**src/rtl/pipe_stage_skid_if.sv**
```systemverilog
// Valid/ready payload channel between pipeline stages.
// The master drives valid/data, the slave answers with ready.
interface pipe_stage_skid_if #(
    parameter int DATA_W = 110
);
    logic              valid;
    logic              ready;
    logic [DATA_W-1:0] data;

    modport master (output valid, output data, input ready);
    modport slave  (input valid, input data, output ready);
endinterface

```
**src/rtl/pipe_stage_skid.sv**
```systemverilog
// Generic pipeline stage register with valid/ready handshakes, flush and optional 2-entry skid (PIPE_SKID_EN).
// Latency 1 cycle; with PIPE_SKID_EN up.ready is registered (!skid full), otherwise up.ready = !dn.valid | dn.ready.
module pipe_stage_skid #(
    parameter int                DATA_W   = 110,
    parameter logic [DATA_W-1:0] NOP_DATA = {DATA_W{1'b0}}
) (
    input  logic                    clk,
    input  logic                    rst,
    input  logic                    flush_i,
    pipe_stage_skid_if.slave        up,
    pipe_stage_skid_if.master       dn,
    output logic [1:0]              occ_o
);

    typedef enum logic [1:0] {
        S_EMPTY = 2'd0,
        S_ONE   = 2'd1,
        S_FULL  = 2'd2
    } state_t;

    state_t            state_q;
    logic [DATA_W-1:0] main_q;
    logic              main_vld;
    logic              up_acc;
    logic              dn_rel;

    assign main_vld = (state_q != S_EMPTY);
    assign up_acc   = up.valid & up.ready;
    assign dn_rel   = dn.valid & dn.ready;
    assign dn.valid = main_vld;
    assign dn.data  = main_vld ? main_q : NOP_DATA;

`ifdef PIPE_SKID_EN
    logic [DATA_W-1:0] skid_q;

    // Ready depends only on state, so no combinational path from dn.ready.
    assign up.ready = (state_q != S_FULL);
    assign occ_o    = state_q;

    always_ff @(posedge clk or negedge rst) begin
        if (!rst) begin
            state_q <= S_EMPTY;
            main_q  <= NOP_DATA;
            skid_q  <= NOP_DATA;
        end else if (flush_i) begin
            state_q <= S_EMPTY;
            main_q  <= NOP_DATA;
            skid_q  <= NOP_DATA;
        end else begin
            case (state_q)
                S_EMPTY: begin
                    if (up_acc) begin
                        main_q  <= up.data;
                        state_q <= S_ONE;
                    end
                end
                S_ONE: begin
                    if (up_acc && dn_rel) begin
                        main_q  <= up.data;
                    end else if (up_acc) begin
                        skid_q  <= up.data;
                        state_q <= S_FULL;
                    end else if (dn_rel) begin
                        state_q <= S_EMPTY;
                    end
                end
                S_FULL: begin
                    if (dn_rel) begin
                        main_q  <= skid_q;
                        state_q <= S_ONE;
                    end
                end
                default: state_q <= S_EMPTY;
            endcase
        end
    end
`else
    // Single register: a new payload may enter in the same cycle the held one leaves.
    assign up.ready = ~main_vld | dn.ready;
    assign occ_o    = {1'b0, main_vld};

    always_ff @(posedge clk or negedge rst) begin
        if (!rst) begin
            state_q <= S_EMPTY;
            main_q  <= NOP_DATA;
        end else if (flush_i) begin
            state_q <= S_EMPTY;
            main_q  <= NOP_DATA;
        end else begin
            case (state_q)
                S_EMPTY: begin
                    if (up_acc) begin
                        main_q  <= up.data;
                        state_q <= S_ONE;
                    end
                end
                S_ONE: begin
                    if (up_acc) begin
                        main_q  <= up.data;
                    end else if (dn_rel) begin
                        state_q <= S_EMPTY;
                    end
                end
                default: state_q <= S_EMPTY;
            endcase
        end
    end
`endif

endmodule

```
**src/flat_wrapper.sv**
```systemverilog
// flat-port wrapper written by rule: the top's interface ports become plain ports
module pipe_stage_skid_flat 
#(
    parameter int                DATA_W   = 110,
    parameter logic [DATA_W-1:0] NOP_DATA = {DATA_W{1'b0}}
)
  (clk, rst, flush_i, occ_o, up_valid, up_data, up_ready, dn_valid, dn_data, dn_ready);
  pipe_stage_skid_if #(.DATA_W(DATA_W)) up_i ();
  pipe_stage_skid_if #(.DATA_W(DATA_W)) dn_i ();
  input  logic clk;
  input  logic rst;
  input  logic flush_i;
  output logic [1:0] occ_o;
  input wire logic [$bits(up_i.valid)-1:0] up_valid;
  input wire logic [$bits(up_i.data)-1:0] up_data;
  output wire logic [$bits(up_i.ready)-1:0] up_ready;
  output wire logic [$bits(dn_i.valid)-1:0] dn_valid;
  output wire logic [$bits(dn_i.data)-1:0] dn_data;
  input wire logic [$bits(dn_i.ready)-1:0] dn_ready;
  assign up_i.valid = up_valid;
  assign up_i.data = up_data;
  assign up_ready = up_i.ready;
  assign dn_valid = dn_i.valid;
  assign dn_data = dn_i.data;
  assign dn_i.ready = dn_ready;
  pipe_stage_skid #(.DATA_W(DATA_W), .NOP_DATA(NOP_DATA)) u_core (.clk(clk), .rst(rst), .flush_i(flush_i), .up(up_i), .dn(dn_i), .occ_o(occ_o));
endmodule
```
**config.mk**
```make
export PLATFORM = sky130hd
export DESIGN_NAME = pipe_stage_skid_flat
export DESIGN_NICKNAME = d
export VERILOG_FILES = /design/src/rtl/pipe_stage_skid_if.sv /design/src/rtl/pipe_stage_skid.sv /design/src/flat_wrapper.sv
export SDC_FILE = /design/constraint.sdc
export NUM_CORES = 1
export LEC_CHECK = 0
export ABC_AREA = 1
export BUFFER_PORTS_ARGS = -buffer_cell sky130_fd_sc_hd__clkbuf_2
export CAP_MARGIN = 20
export CELL_PAD_IN_SITES_DETAIL_PLACEMENT = 1
export CELL_PAD_IN_SITES_GLOBAL_PLACEMENT = 2
export CORE_MARGIN = 2
export CORE_UTILIZATION = 26
export CTS_CLUSTER_DIAMETER = 120
export CTS_CLUSTER_SIZE = 20
export DETAILED_ROUTE_END_ITERATION = 16
export PLACE_DENSITY = 0.8
export RECOVER_POWER = 50
export SLEW_MARGIN = 40
export SYNTH_ARGS = -nofsm -noshare
export SYNTH_HDL_FRONTEND = slang
export SYNTH_SLANG_ARGS = --single-unit
```
**constraint.sdc**
```tcl
create_clock -name clk -period 1.7 [get_ports clk]
set_clock_uncertainty 0.15 [all_clocks]
set_input_delay 0.17 -clock clk [delete_from_list [all_inputs] [get_ports clk]]
set_output_delay 0.17 -clock clk [all_outputs]
set_load 0.02 [all_outputs]
```
## Word-level counts from Yosys, hierarchy flattened

Index checks and enable logic that the tools add are counted.

- Equal/unequal tests: 4
- Multiplexer cells: 9
- Bitwise logic cells: 4
- Reductions and logical operators: 7

Operators by type and width:

| kind | count |
|---|---|
| $mux W110 | 4 |
| $mux W2 | 4 |
| $ne A3 B2 Y1 const B | 2 |
| $reduce_bool A2 Y1 | 3 |
| $pmux W2 S2 | 1 |
| $ne A3 B3 Y1 const B | 1 |
| $reduce_and A3 Y1 | 1 |
| $and A1 B1 Y1 | 2 |
| $eq A2 B1 Y1 const B | 1 |
| $logic_not A2 Y1 | 1 |
| $reduce_and A2 Y1 | 1 |
| $reduce_or A2 Y1 | 1 |
| $not A1 Y1 | 1 |
| $or A1 B1 Y1 | 1 |

- Register bits: 112
- Bits of input ports: 115
- Logic and storage cells: 26

## Logic depth before layout (Yosys ltp)

Gate-level depths: netlist of the first run.

- Word-level depth: 7
- Gate-level depth with buffers: 7
- Mapped depth without buffers: 5

## Worst setup path before layout of the first run

No wires, ideal clock.

- Path type: flip-flop to output port
- Start point: register u_core.state_q[0]
- End point: output port dn_data[0]
- Arrival time: 1131 ps
- Data required time: 1380 ps
- Setup slack: 249 ps
- Cell stages (with the launch flop): 5
- Cell sequence: dfrtp_1 clkbuf_1 buf_2 nand2_1 inv_1

- Cells in the longest elaborated chain, start to end: 2

Ends and longest elaborated chain:

| what | line | RTL |
|---|---|---|
| from (decl) | pipe_stage_skid.sv:21 | `state_t state_q;` |
| from (signal assigned) | pipe_stage_skid.sv:84 | `state_q <= S_EMPTY;` |
| from (signal assigned) | pipe_stage_skid.sv:87 | `state_q <= S_EMPTY;` |
| from (signal assigned) | pipe_stage_skid.sv:94 | `state_q <= S_ONE;` |
| $reduce_bool A2 Y1 | pipe_stage_skid.sv:27 | `assign main_vld = (state_q != S_EMPTY);` |
| $mux W110 | pipe_stage_skid.sv:31 | `assign dn.data = main_vld ? main_q : NOP_DATA;` |
| to (decl) | flat_wrapper.sv:18 | `output wire logic [$bits(dn_i.data)-1:0] dn_data;` |

No other way between the ends.

## Worst setup path after layout of the first run

- Start point: register u_core.state_q[0]
- End point: output port dn_data[80]

The elaborated chain is that of the path after synthesis.

==> results of run 1 <==
==> worst max path at each step <==
stage	startpoint	end	slack (ns)
4_1_cts	u_core.state_q[0]	dn_data[44]	-0.13
6_report	u_core.state_q[0]	dn_data[80]	-0.13
2_1_floorplan	u_core.state_q[0]	dn_data[0]	0.25
3_3_place_gp	u_core.state_q[0]	u_core.main_q[75]	0.22
3_5_place_dp	u_core.state_q[0]	u_core.main_q[63]	0.17
5_1_grt	u_core.state_q[0]	dn_data[52]	-0.19
==> routing by layer <==
metal | GRT usage (%) | vias up
met4 | 4.120 | 0
met1 | 24.07 | 3134
li1 | - | 3011
met5 | 0 | -
met2 | 32.38 | 172
met3 | 3.862 | 16
==> logic make-up (layout without fill, tap and decap cells) <==
family,after synthesis,count (layout),share of synthesized area (%)
AO/OA/AOI/OAI,1,1,0.08831
buffers and inverters,187,503,14.19
flip-flops,111,111,49.06
other,1,1,0.06623
AND/OR/NAND/NOR,442,442,36.60
==> through the flow <==
stage,hold slack [ns],area (µm²),setup WS (ns)
4_1_cts,0.003479,9017,-0.1311
5_1_grt,0.07427,9380,-0.1940
3_5_place_dp,-0.1579,7072,0.1721
2_1_floorplan,-0.2756,5662,0.2495
3_3_place_gp,-0.1598,7072,0.2153
6_report,0.05396,9380,-0.1319
==> flip-flops by register name, summed over array words and instances (netlist names) <==
register and count:
u_core.main_q 110, u_core.state_q 1
==> timing repair <==
item | in CTS | in global routing
gates resized for setup | 111 | 115
pin swaps | 1 | 5
buffers inserted | 5 | 4
cloned | 3 | 9
hold endpoints to repair | 222 | 0
setup endpoints to repair | 113 | 155
hold buffers | 112 | 0
==> layout by cell type (no fill, tap or decap) <==
master         netlist  layout
clkinv_2             0       1
inv_2                0      19
clkbuf_16            0      16
buf_12               0       9
nand2_2              0      11
clkinvlp_4           0       2
buf_2               57      20
bufinv_16            0       1
clkbuf_2             0     133
clkbuf_8             0      40
buf_16               0       5
clkbuf_1             8       1
dfrtp_1            111     110
clkbuf_4             0      12
dlygate4sd3_1        0     112
nand2_8              0       1
nand3_1            110     110
buf_6                0      23
nand2_4              0       2
inv_6                0       1
a21oi_1              1       1
inv_1              113      93
conb_1               1       1
buf_4                8      13
nand2_1            222     208
buf_8                0       2
dfrtp_4              0       1
nand4_1            110     110
==> cell type report <==
class	instances	area [µm²]
Multi-Input combinational cell	444	2140
Sequential cell	111	2781
Clock inverter	4	50.05
Tap cell	275	344.1
Timing Repair Buffer	377	3411
Fill cell	2541	11840
Clock buffer	9	225.2
Inverter	113	429.2
==> power groups by stage <==
stage	Sequential (mW)	Combinational, mW	Clock (mW)
finish	2.89	1.41	2.12
floorplan	2.91	0.547	0
detailed placement	2.94	0.979	0
global route	2.91	1.53	2.30
global placement	2.93	0.969	0
CTS	2.89	1.30	2.18
==> run summary, run 1 <==
### Worst setup path
- maximum fanout encountered on the critical timing path: 8
- critical path's largest stage delay: 0.49 ns
- startpoint kind of the worst setup timing path: flop
- Required @ worst endpoint: 1.38 ns
- capture point of the worst reg-to-reg path: u_core.main_q[0]
- Worst Reg-to-Reg Cells: 7
- sum of buffers and inverters on the critical path: 5
- critical-path cell list: buf_6 > buf_12 > clkbuf_16 > nand2_2 > inv_2 > buf_6
- CP Capture Type: output pin
- Critical Path AT: 1.51 ns
- worst-path cell with the longest stage delay: dfrtp_4
- internal reg-to-reg setup slack: 0.02 ns
- cell type with the highest occurrence count on the critical path: buf_6
- Setup CP Type: flop to output pin
- instance count on the critical path: 6
- reg-to-reg critical path startpoint: u_core.state_q[0]
- critical path's top delay family: buffers and inverters

### GRT
- grt ovf: 0
- Global Route Usage Sum: 18.69%
- first-pass GRT wire length: 33600 µm
- largest net degree at the start of global routing: 69
- vias in the first global route: 6470
- number of antenna violations at the first check in global routing: 0

### Final layout
- share of post-route cells with drive strength above 1: 29.49%
- end-of-flow core utilization: 44.20%
- final antenna diode count: 0
- Cell Count, Final, Fillers Out: 1333
- Total Nets Final: 1171
- Area growth syn-to-layout: 65.68%

### Drt
- DR DRC count: 0
- Avg Vias per Cell: 4.751
- post-detailed-route wirelength per cell: 17.80 µm
- first-pass detailed-route iteration total: 4
- Top Metal Used: met4
- wire length the detailed router placed on met1: 10700 µm
- met2 layer wire length in the routed design: 11610 µm
- DR vias: 6333
- number of violations reported at the end of detailed-routing iteration 0: 300
- met3 WL post-DR: 1204 µm
- residual antenna-violating net count after detailed routing: 0
- Routed WL: 23730 µm

### Timing
- maximum frequency from static timing analysis: 545.9 MHz
- final worst-path cycle share: 107.8%
- slack of the critical path: -0.1319 ns
- setup repair after global routing missed its margin: true
- post-route setup TNS: -6.564 ns
- worst max-slew margin expressed relative to the limit: 45.84%
- Worst Max-Slew Pin Slew: 0.8124 ns
- Setup-failing EPs final: 107
- number of pins exceeding their max-slew limit in the final report: 0
- final worst path period need: 1.832 ns
- final hold violation count: 0

### Run status
- violated checks: negative setup slack
- result of the run: finished, violations left

### Logic synthesis
- flop and latch count out of synthesis: 111
- count leader, synth: nand2_1
- largest area contributor in the synthesized netlist: dfrtp_1
- YS warnings: 0
- Mapped Cells: 742
- total standard cell area after synthesis: 5662 µm²
- syn_area_per_cell: 7.630 µm²
- area share of the largest cell type after synthesis: 49.06%
- number of distinct library cells after synthesis: 11
- Primary FF master, synth: dfrtp_1
- cell types occupying the most area after synthesis: dfrtp_1 49%, nand2_1 15%, nand4_1 12%
- register area share after synthesis: 49.06%
- net count after synthesis: 857
- number of synthesized flops with an enable pin: 0
- most used standard cells in the synthesized netlist: 222 x nand2_1, 113 x inv_1, 111 x dfrtp_1, 110 x nand3_1, 110 x nand4_1
- Synth async-reset ratio: 100.0%

### Power
- largest vdd supply drop: 448.3 µV
- combinational cell fraction of total power: 21.9%
- Sw Share: 28.93%
- internal power of the cells: 4.562 mW
- switching power: 1.857 mW
- overall power: 6.420 mW
- clock network fraction of design power: 33.1%
- total leakage power: 5.581 nW
- PD cells: 684.4 nW/µm²
- part of the total power dissipated in sequential elements: 45.0%

### Die
- starting utilization of the core area: 26.68%
- I/O Pins: 229
- area of the core: 21220 µm²
- horizontal extent of the die: 151.6 µm
- Die Y: 151.6 µm
- Die ar.: 22970 µm²
- floorplan row count: 53

### Clock network
- clock tree from TritonCTS: done
- TritonCTS Buffers: 9
- clock insertion delay at the later pin of the skew report: 0.35 ns
- root cell of the clock tree: clkbuf_16
- maximum root-to-sink buffer count: 2
- Clk pin slew, worst setup/hold paths: 0.07 ns
- clk sink count: 111
- number of H-tree levels: 3

### Flow run
- Max Cap Viol: 0

### Hold path
- classification of the worst-slack hold path: input pin to async pin

### Placement
- HPWL Detailed: 12370 µm
- total of buffers placed on input and output ports: 227
- placed cell count: 1189
- Final GP Congestion: 0.7271

Note: power is estimated with default switching activity, not from simulation.
==> inputs of run 2 (changes only) <==
--- a/config.mk
+++ b/config.mk
@@ -17,6 +17,7 @@
 export DETAILED_ROUTE_END_ITERATION = 16
 export PLACE_DENSITY = 0.8
 export RECOVER_POWER = 50
+export SKIP_LAST_GASP = 1
 export SLEW_MARGIN = 40
 export SYNTH_ARGS = -nofsm -noshare
 export SYNTH_HDL_FRONTEND = slang
==> run summary, run 2 (synthesized netlist as in run 1, its figures left out) <==
### Power
- internal power of the cells: 4.592 mW, was 4.562 mW
- combinational cell fraction of total power: 22.7%, was 21.9%
- part of the total power dissipated in sequential elements: 44.9%, was 45.0%
- clock network fraction of design power: 32.4%, was 33.1%
- switching power: 1.924 mW, was 1.857 mW
- overall power: 6.516 mW, was 6.420 mW
- total leakage power: 5.997 nW, was 5.581 nW
- PD cells: 672.2 nW/µm², was 684.4 nW/µm²
- largest vdd supply drop: 446.4 µV, was 448.3 µV
- Sw Share: 29.52%, was 28.93%

### Clock network
- clk sink count: 111, unchanged
- clock insertion delay at the later pin of the skew report: 0.35 ns, about the same
- TritonCTS Buffers: 9, unchanged
- clock tree from TritonCTS: done, unchanged
- root cell of the clock tree: clkbuf_16, unchanged
- number of H-tree levels: 3, unchanged
- maximum root-to-sink buffer count: 2, unchanged
- Clk pin slew, worst setup/hold paths: 0.07 ns, about the same

### Die
- Die Y: 151.6 µm, unchanged
- area of the core: 21220 µm², unchanged
- floorplan row count: 53, unchanged
- starting utilization of the core area: 26.68%, unchanged
- Die ar.: 22970 µm², unchanged
- horizontal extent of the die: 151.6 µm, unchanged
- I/O Pins: 229, unchanged

### Run status
- violated checks: negative setup slack, unchanged
- result of the run: finished, violations left, unchanged

### Worst setup path
- maximum fanout encountered on the critical timing path: 8, unchanged
- Setup CP Type: flop to output pin, unchanged
- critical path's largest stage delay: 0.51 ns, was 0.49 ns
- critical path's top delay family: buffers and inverters, unchanged
- startpoint kind of the worst setup timing path: flop, unchanged
- critical-path cell list: buf_12 > buf_12 > clkbuf_16 > nand2_2 > inv_1 > buf_6, was buf_6 > buf_12 > clkbuf_16 > nand2_2 > inv_2 > buf_6
- Critical Path AT: 1.53 ns, was 1.51 ns
- sum of buffers and inverters on the critical path: 5, unchanged
- cell type with the highest occurrence count on the critical path: buf_12, was buf_6
- instance count on the critical path: 6, unchanged
- CP Capture Type: output pin, unchanged
- Required @ worst endpoint: 1.38 ns, about the same
- worst-path cell with the longest stage delay: dfrtp_4, unchanged
- reg-to-reg critical path startpoint: u_core.state_q[0], unchanged
- source of the critical timing path: u_core.state_q[0], unchanged
- Worst Reg-to-Reg Cells: 7, unchanged

### Drt
- met3 WL post-DR: 1290 µm, was 1204 µm
- wire length the detailed router placed on met1: 10600 µm, was 10700 µm
- Routed WL: 23980 µm, was 23730 µm
- DR vias: 6319, was 6333
- post-detailed-route wirelength per cell: 17.96 µm, was 17.80 µm
- number of violations reported at the end of detailed-routing iteration 0: 258, was 300
- met2 layer wire length in the routed design: 11720 µm, was 11610 µm
- DR DRC count: 0, unchanged
- first-pass detailed-route iteration total: 4, unchanged
- Avg Vias per Cell: 4.733, was 4.751
- Top Metal Used: met4, unchanged
- residual antenna-violating net count after detailed routing: 0, unchanged

### Timing
- final worst path period need: 1.848 ns, was 1.832 ns
- maximum frequency from static timing analysis: 541.1 MHz, was 545.9 MHz
- final worst-path cycle share: 108.7%, was 107.8%
- Worst Max-Slew Pin Slew: 0.8083 ns, was 0.8124 ns
- setup repair after global routing missed its margin: true, unchanged
- Setup-failing EPs final: 120, was 107
- number of pins exceeding their max-slew limit in the final report: 0, unchanged
- post-route setup TNS: -8.240 ns, was -6.564 ns
- slack of the critical path: -0.1482 ns, was -0.1319 ns
- hold slack final: 0.04500 ns, was 0.05396 ns
- final hold violation count: 0, unchanged
- worst max-slew margin expressed relative to the limit: 46.12%, was 45.84%

### Placement
- Final GP Congestion: 0.7271, unchanged
- HPWL Detailed: 12370 µm, unchanged
- placed cell count: 1189, unchanged
- total of buffers placed on input and output ports: 227, unchanged

### Hold path
- classification of the worst-slack hold path: input pin to async pin, unchanged

### Final layout
- register with the most flip-flops: u_core.main_q, unchanged
- highest-count cells in the layout ignoring fill and taps: 161 x nand2_1, 130 x clkbuf_2, 112 x dlygate4sd3_1, was 208 x nand2_1, 133 x clkbuf_2, 112 x dlygate4sd3_1
- final antenna diode count: 0, unchanged
- commonest non-fill, non-tap cell in the layout: nand2_1, unchanged
- Cell Count, Final, Fillers Out: 1335, was 1333
- end-of-flow core utilization: 45.68%, was 44.20%
- Total Nets Final: 1173, was 1171
- Area growth syn-to-layout: 71.23%, was 65.68%
- number of flip-flops in the largest register: 110, unchanged
- share of post-route cells with drive strength above 1: 36.98%, was 29.49%
- Regs by FF count: u_core.main_q x110, u_core.state_q x1, unchanged

### GRT
- first-pass GRT wire length: 32670 µm, was 33600 µm
- largest net degree at the start of global routing: 69, unchanged
- Global Route Usage Sum: 18.18%, was 18.69%
- number of antenna violations at the first check in global routing: 0, unchanged
- vias in the first global route: 6347, was 6470
- grt ovf: 0, unchanged

### Flow run
- Max Cap Viol: 0, unchanged

[run 2: cell count changes in the layout (fill, tap and decap cells not counted), moves of 4 or more]
cell	previous run	this run
buf_12	9	14
buf_2	20	25
buf_4	13	17
buf_6	23	65
clkbuf_4	12	2
clkbuf_8	40	1
inv_1	93	62
inv_2	19	47
nand2_1	208	161
nand2_4	2	48
[run 2: path summary, 6_finish.rpt]
| kind | to | slack (ns) |
|---|---|---|
| worst max-delay path | dn_data[59] | -0.15 |
| worst min-delay path | u_core.main_q[61] | 0.04 |
| worst max register to register | u_core.main_q[5] | -0.02 |
| worst min register to register | u_core.main_q[15] | 0.35 |
| max in group asynchronous | u_core.state_q[0] | 0.15 |
| min in group clk | u_core.main_q[30] | 0.23 |
[run 2: timing repair]
item                                   CTS  global route
pin swaps                                1             6
endpoints found under the hold margin  222             0
gates cloned                             3            11
setup endpoints to repair              113           155
buffers inserted                         5             4
hold buffers                           112             0
gates resized for setup                 10           398
[run 2: area by class of cell]
type	count	area [µm²]
inverter	113	436.7
sequential	111	2781
timing repair buffer	379	3369
fill	2544	11530
clock inverter	4	50.05
clock buffer	9	225.2
multi-input combinational	444	2487
tap	275	344.1
[run 2: power by group through the flow]
stage | logic [mW] | registers (mW) | clock network [mW]
after floorplan | 0.547 | 2.91 | 0
after detailed placement | 0.979 | 2.94 | 0
after global routing | 1.61 | 2.95 | 2.30
final | 1.48 | 2.93 | 2.11
after CTS | 1.26 | 2.89 | 2.18
after global placement | 0.969 | 2.93 | 0
[run 2: routing by layer]
| layer | up-vias | global-route usage, % |
|---|---|---|
| li1 | 3023 | - |
| met1 | 3086 | 23.41 |
| met2 | 188 | 31.47 |
| met3 | 22 | 3.952 |
| met4 | 0 | 3.750 |
| met5 | - | 0 |
[run 2: per-stage QoR]
step	worst slack, ns	cell area, µm²
after CTS	-0.1340	8651
after floorplan	0.2495	5662
after global routing	-0.2005	9694
after global placement	0.2153	7072
after detailed placement	0.1721	7072
final	-0.1482	9694
